$ cat src/rtl/alu_flags_stage.sv
// EX/MEM stage register with NZCV flag generation for the bit-slice ALU chain.
// Flags update only on accepted flag-setting ops; invalid flag requests pulse illegal_op.
module alu_flags_stage #(
    parameter int WIDTH = 64
) (
    input  logic             clk,
    input  logic             reset_n,
    input  logic             valid_in,
    input  logic [WIDTH-1:0] alu_result,
    input  logic [2:0]       cntrl,
    input  logic             carry_out,
    input  logic             carry_msb_in,
    input  logic             set_flags,
    input  logic [4:0]       rd_in,
    input  logic             reg_write_in,
    input  logic             stall,
    input  logic             flush,
    output logic [WIDTH-1:0] result_q,
    output logic [4:0]       rd_q,
    output logic             reg_write_q,
    output logic             valid_q,
    output logic [3:0]       nzcv_q,
    output logic             illegal_op
);
    localparam logic [2:0] OP_ADD = 3'b010;
    localparam logic [2:0] OP_SUB = 3'b011;
    localparam logic [2:0] OP_AND = 3'b100;
    localparam logic [2:0] OP_OR  = 3'b101;
    localparam logic [2:0] OP_XOR = 3'b110;

    // Zero detect as an explicit 4-ary OR tree; each level is zero-padded to a multiple of 4.
    localparam int W1 = (WIDTH + 3) / 4;
    localparam int W2 = (W1 + 3) / 4;
    localparam int W3 = (W2 + 3) / 4;
    localparam int W4 = (W3 + 3) / 4;
    localparam int P0 = 4 * W1;
    localparam int P1 = 4 * W2;
    localparam int P2 = 4 * W3;
    localparam int P3 = 4 * W4;

    logic [P0-1:0] z_p0;
    logic [W1-1:0] z_l1;
    logic [P1-1:0] z_p1;
    logic [W2-1:0] z_l2;
    logic [P2-1:0] z_p2;
    logic [W3-1:0] z_l3;
    logic [P3-1:0] z_p3;
    logic [W4-1:0] z_l4;
    logic          zero;

    assign z_p0 = P0'(alu_result);
    assign z_p1 = P1'(z_l1);
    assign z_p2 = P2'(z_l2);
    assign z_p3 = P3'(z_l3);

    generate
        for (genvar i = 0; i < W1; i++) begin : g_l1
            assign z_l1[i] = |z_p0[4*i +: 4];
        end
        for (genvar i = 0; i < W2; i++) begin : g_l2
            assign z_l2[i] = |z_p1[4*i +: 4];
        end
        for (genvar i = 0; i < W3; i++) begin : g_l3
            assign z_l3[i] = |z_p2[4*i +: 4];
        end
        for (genvar i = 0; i < W4; i++) begin : g_l4
            assign z_l4[i] = |z_p3[4*i +: 4];
        end
    endgenerate

    assign zero = ~(|z_l4);

    logic             accept;
    logic             arith;
    logic             flag_op;
    logic [3:0]       nzcv_d;
    logic [WIDTH-1:0] result_d;
    logic [4:0]       rd_d;
    logic             reg_write_d;
    logic             valid_d;
    logic             illegal_d;
    logic             illegal_q;

    always_comb begin
        accept      = valid_in & ~stall & ~flush;
        arith       = (cntrl == OP_ADD) || (cntrl == OP_SUB);
        flag_op     = arith || (cntrl == OP_AND) || (cntrl == OP_OR) || (cntrl == OP_XOR);
        result_d    = result_q;
        rd_d        = rd_q;
        reg_write_d = reg_write_q;
        valid_d     = valid_q;
        nzcv_d      = nzcv_q;
        illegal_d   = 1'b0;

        // Flush wins over stall; a bubble (valid_in low) clears the write side only.
        if (flush) begin
            valid_d     = 1'b0;
            reg_write_d = 1'b0;
        end else if (!stall) begin
            if (valid_in) begin
                result_d    = alu_result;
                rd_d        = rd_in;
                reg_write_d = reg_write_in;
                valid_d     = 1'b1;
            end else begin
                valid_d     = 1'b0;
                reg_write_d = 1'b0;
            end
        end

        if (accept && set_flags) begin
            if (flag_op)
                nzcv_d = {alu_result[WIDTH-1], zero, arith & carry_out,
                          arith & (carry_out ^ carry_msb_in)};
            else
                illegal_d = 1'b1;
        end
    end

    always_ff @(posedge clk) begin
        if (!reset_n) begin
            result_q    <= '0;
            rd_q        <= '0;
            reg_write_q <= 1'b0;
            valid_q     <= 1'b0;
            nzcv_q      <= 4'b0000;
            illegal_q   <= 1'b0;
        end else begin
            result_q    <= result_d;
            rd_q        <= rd_d;
            reg_write_q <= reg_write_d;
            valid_q     <= valid_d;
            nzcv_q      <= nzcv_d;
            illegal_q   <= illegal_d;
        end
    end

    assign illegal_op = illegal_q;
endmodule

$ cat config.mk
export PLATFORM = sky130hd
export DESIGN_NAME = alu_flags_stage
export DESIGN_NICKNAME = d
export VERILOG_FILES = /design/src/rtl/alu_flags_stage.sv
export SDC_FILE = /design/constraint.sdc
export NUM_CORES = 1
export LEC_CHECK = 0
export CAP_MARGIN = 15
export CELL_PAD_IN_SITES_DETAIL_PLACEMENT = 1
export CELL_PAD_IN_SITES_GLOBAL_PLACEMENT = 2
export CORE_MARGIN = 1
export CORE_UTILIZATION = 19
export DETAILED_ROUTE_END_ITERATION = 16
export GPL_ROUTABILITY_DRIVEN = 0
export PLACE_DENSITY = 0.77
export SLEW_MARGIN = 0
export SYNTH_ARGS = -nofsm -noshare
export SYNTH_HDL_FRONTEND = slang
export SYNTH_SLANG_ARGS = --single-unit
$ cat constraint.sdc
create_clock -name clk -period 1.55 [get_ports clk]
set_input_delay 0.31 -clock clk [delete_from_list [all_inputs] [get_ports clk]]
set_output_delay 0.31 -clock clk [all_outputs]
set_load 0.01 [all_outputs]
==> impl_results.md <==
- Worst path max stage delay: 0.53 ns
- Grt ovf: 0
- Placed Area: 0.005084 sq mm
- Layout Area Growth over Synthesis: 90.25%
- Leakage: 2.890 nW
- Largest net degree at the start of global routing: 48
- Met2 wire length: 6.054 mm
- DP HPWL: 8.674 mm
- Max rail drop VDD: 0.5446 mV
- CTS buffer count: 9
- Layout cells sized above 1: 0.1473
- Core box area: 0.01520 sq mm
- DRC violations left: 0
- Clk Latency, worst-skew pair: 0.33 ns
- Vias/cell: 4.283
- Reg2reg end: result_q[26]$_SDFFE_PN0N_
- Crit-path max FO: 2
- Synthesis Warnings: 0
- EDFF count, synth: 0
- WL met1: 4.918 mm
- First-pass GRT wire length: 18.56 mm
- R2R Setup Slk: 0.88 ns
- Dpl ws: -0.7642 ns
- Fin cells: 738
- Vias in the first global route: 3513
- First-iteration detailed-routing DRC count: 73
- Crit path kind: reg -> out
- Sink Count: 76
- I/O pin total: 157
- Util after Layout: 0.3694
- Relative slew slack: 0.7292
- Antenna cells: 0
- Fin nets: 626
- PortBufs: 156
- DRT Pass-1 Iters: 3
- Slew @ Worst Pin: 0.4025 ns
- Worst EP required: 1.24 ns
- Die H: 126.6 um
- Via count: 3161
- Area leader, netlist: dfxtp_1
- Mapped cell area: 0.002952 sq mm
- Syn nets: 432
- Hold Path Depth: 3
- Post-route cell area: 0.005615 sq mm
- CP startpoint kind: flip-flop
- Hold wc startpoint: alu_result[47]
- CP arrival: 1.19 ns
- Run status: complete, no violations
- Top Metal Used: met4
- Multi-input gate area: 0.001468 sq mm
- Power Density: 908.4 mW/mm^2
- Cell Rows: 45
- Initial Util: 0.1942
- Min-delay worst type: in -> reg
- Hold slack: 0.2922 ns
- CP Buf/Inv Count: 1
- Slowest CP cell: clkdlybuf4s50_1
- Top cells by count, synth: nand2_1, dfxtp_1, a21boi_0, clkbuf_1, nor4_1
- Synth area leaders: dfxtp_1, nand2_1, a21boi_0
- Final hold violations: 0
- Period Utilization, post-route: 0.9692
- Syn Inst Count: 351
- Sequential Area: 0.001521 sq mm
- Asr flop ratio synth: 0
- Wire per inst: 16.10 um
- Worst r2r src: result_q[26]$_SDFFE_PN0N_
- CTS tree: yes
- Worst setup margin: 0.04767 ns
- Fmax achieved: 665.6 MHz
- Crit-path cells: clkdlybuf4s50_1
- Initial antenna violation count: 0
- Top delay family on crit path: buffers and inverters
- Die Wd: 126.6 um
- Setup crit end kind: primary output
- Avg Inst Size Synth: 8.409 sq um
- ANT nets after route: 0
- Max H-tree Level: 3
- Flops & latches, synth: 76
- Post-Place Cells: 721
- CTS clk-pin slew, worst paths: 0.06 ns
- Clk root buf: clkbuf_16
- FF-to-FF path depth: 2
- Metal3 WL: 783 um
- Final setup vio count: 0
- # fillers: 1774
- Top-count cell post-synth: nand2_1
- Die area: 0.01604 sq mm
- GRT Total Usage: 0.1515
- Synth Flop Type: dfxtp_1
- WHS Endpoint: result_q[47]$_SDFFE_PN0N_
- Max Cap Viol: 0
- Final-report max-slew violation count: 0
- Unique masters post-synth: 22
- Clk_skew: 0 ns
- Minimum clock period: 1.502 ns
- Detailed-route wire length: 11.88 mm
- Post-synth top area share: 0.5155
- Sequential fraction of the synthesis area: 0.5155
- Maximum clock path buffer count: 2
worst max-delay path by stage:
| stage | start | end | cells past startpoint |
|---|---|---|---|
| 6_report | result_q[37]$_SDFFE_PN0N_ | result_q[37] | 1 |
| 3_5_place_dp | alu_result[6] | nzcv_q[2]$_SDFFE_PN0P_ | 6 |
| 3_3_place_gp | alu_result[5] | nzcv_q[2]$_SDFFE_PN0P_ | 6 |
| 2_1_floorplan | valid_in | result_q[29]$_SDFFE_PN0N_ | 7 |
| 4_1_cts | alu_result[49] | nzcv_q[2]$_SDFFE_PN0P_ | 6 |
| 5_1_grt | alu_result[12] | nzcv_q[2]$_SDFFE_PN0P_ | 5 |
routing by layer:
| layer | vias to the layer above | GRT usage |
|---|---|---|
| met1 | 1493 | 0.1693 |
| met3 | 11 | 0.05736 |
| met2 | 96 | 0.2684 |
| met4 | 0 | 0.04111 |
| li1 | 1561 | - |
| met5 | - | 0 |
flip-flops by register name, indices dropped and copies added, names as in the netlist:
signal / count
rd_q: 5
reg_write_q: 1
valid_q: 1
nzcv_q: 4
result_q: 64
illegal_op: 1
logic make-up after synthesis:
| family | after synthesis | share of synthesized area |
|---|---|---|
| AOI/OAI and AO/OA | 75 | 0.1925 |
| muxes | 2 | 0.006783 |
| and+or+nand+nor | 174 | 0.2531 |
| buffers and inverters | 23 | 0.02925 |
| DFF | 76 | 0.5155 |
| xor gates and xnor gates | 1 | 0.002968 |
stage by stage:
stage	power [mW]	setup TNS (ns)
finish	5.101	0
global route	5.341	-0.09053
CTS	5.209	-0.02552
detailed placement	2.781	-22.27
global placement	2.767	-19.25
floorplan	2.268	0
cell type report:
cell class | count | share of cell area
clock buffer | 13 | 0.04813
timing repair buffer | 206 | 0.3656
clock inverter | 3 | 0.01203
sequential | 76 | 0.2709
multi-input combinational | 252 | 0.2614
tap | 188 | 0.04189
placed cells by master, fill, tap and decap left out, drive strengths merged:
| cell type | instances |
|---|---|
| buf | 51 |
| clkbuf | 13 |
| nand3 | 1 |
| clkinvlp | 1 |
| nor2b | 4 |
| a32o | 1 |
| or4b | 1 |
| a21boi | 70 |
| nand2 | 139 |
| dlymetal6s2s | 51 |
| mux2i | 2 |
| nand2b | 2 |
| a21oi | 1 |
| nor2 | 3 |
| nor4 | 17 |
| dlygate4sd2 | 45 |
| bufinv | 2 |
| and3b | 1 |
| nor3b | 1 |
| dfxtp | 76 |
| xnor2 | 1 |
| nand4b | 1 |
| nand4 | 4 |
| a22oi | 1 |
| o2111ai | 1 |
| o21ai | 1 |
| clkdlybuf4s50 | 59 |
timing repair:
item,4_1_cts,5_1_grt
setup endpoints to repair,41,69
pin swaps,7,13
resized for setup,56,58
setup buffers,0,1
hold buffers,0,0
power by group:
group          switching [mW]  internal, mW
clock network           0.841          1.54
logic                   0.285         0.387
registers              0.0292          2.01
(Power assumes the default switching activity.)
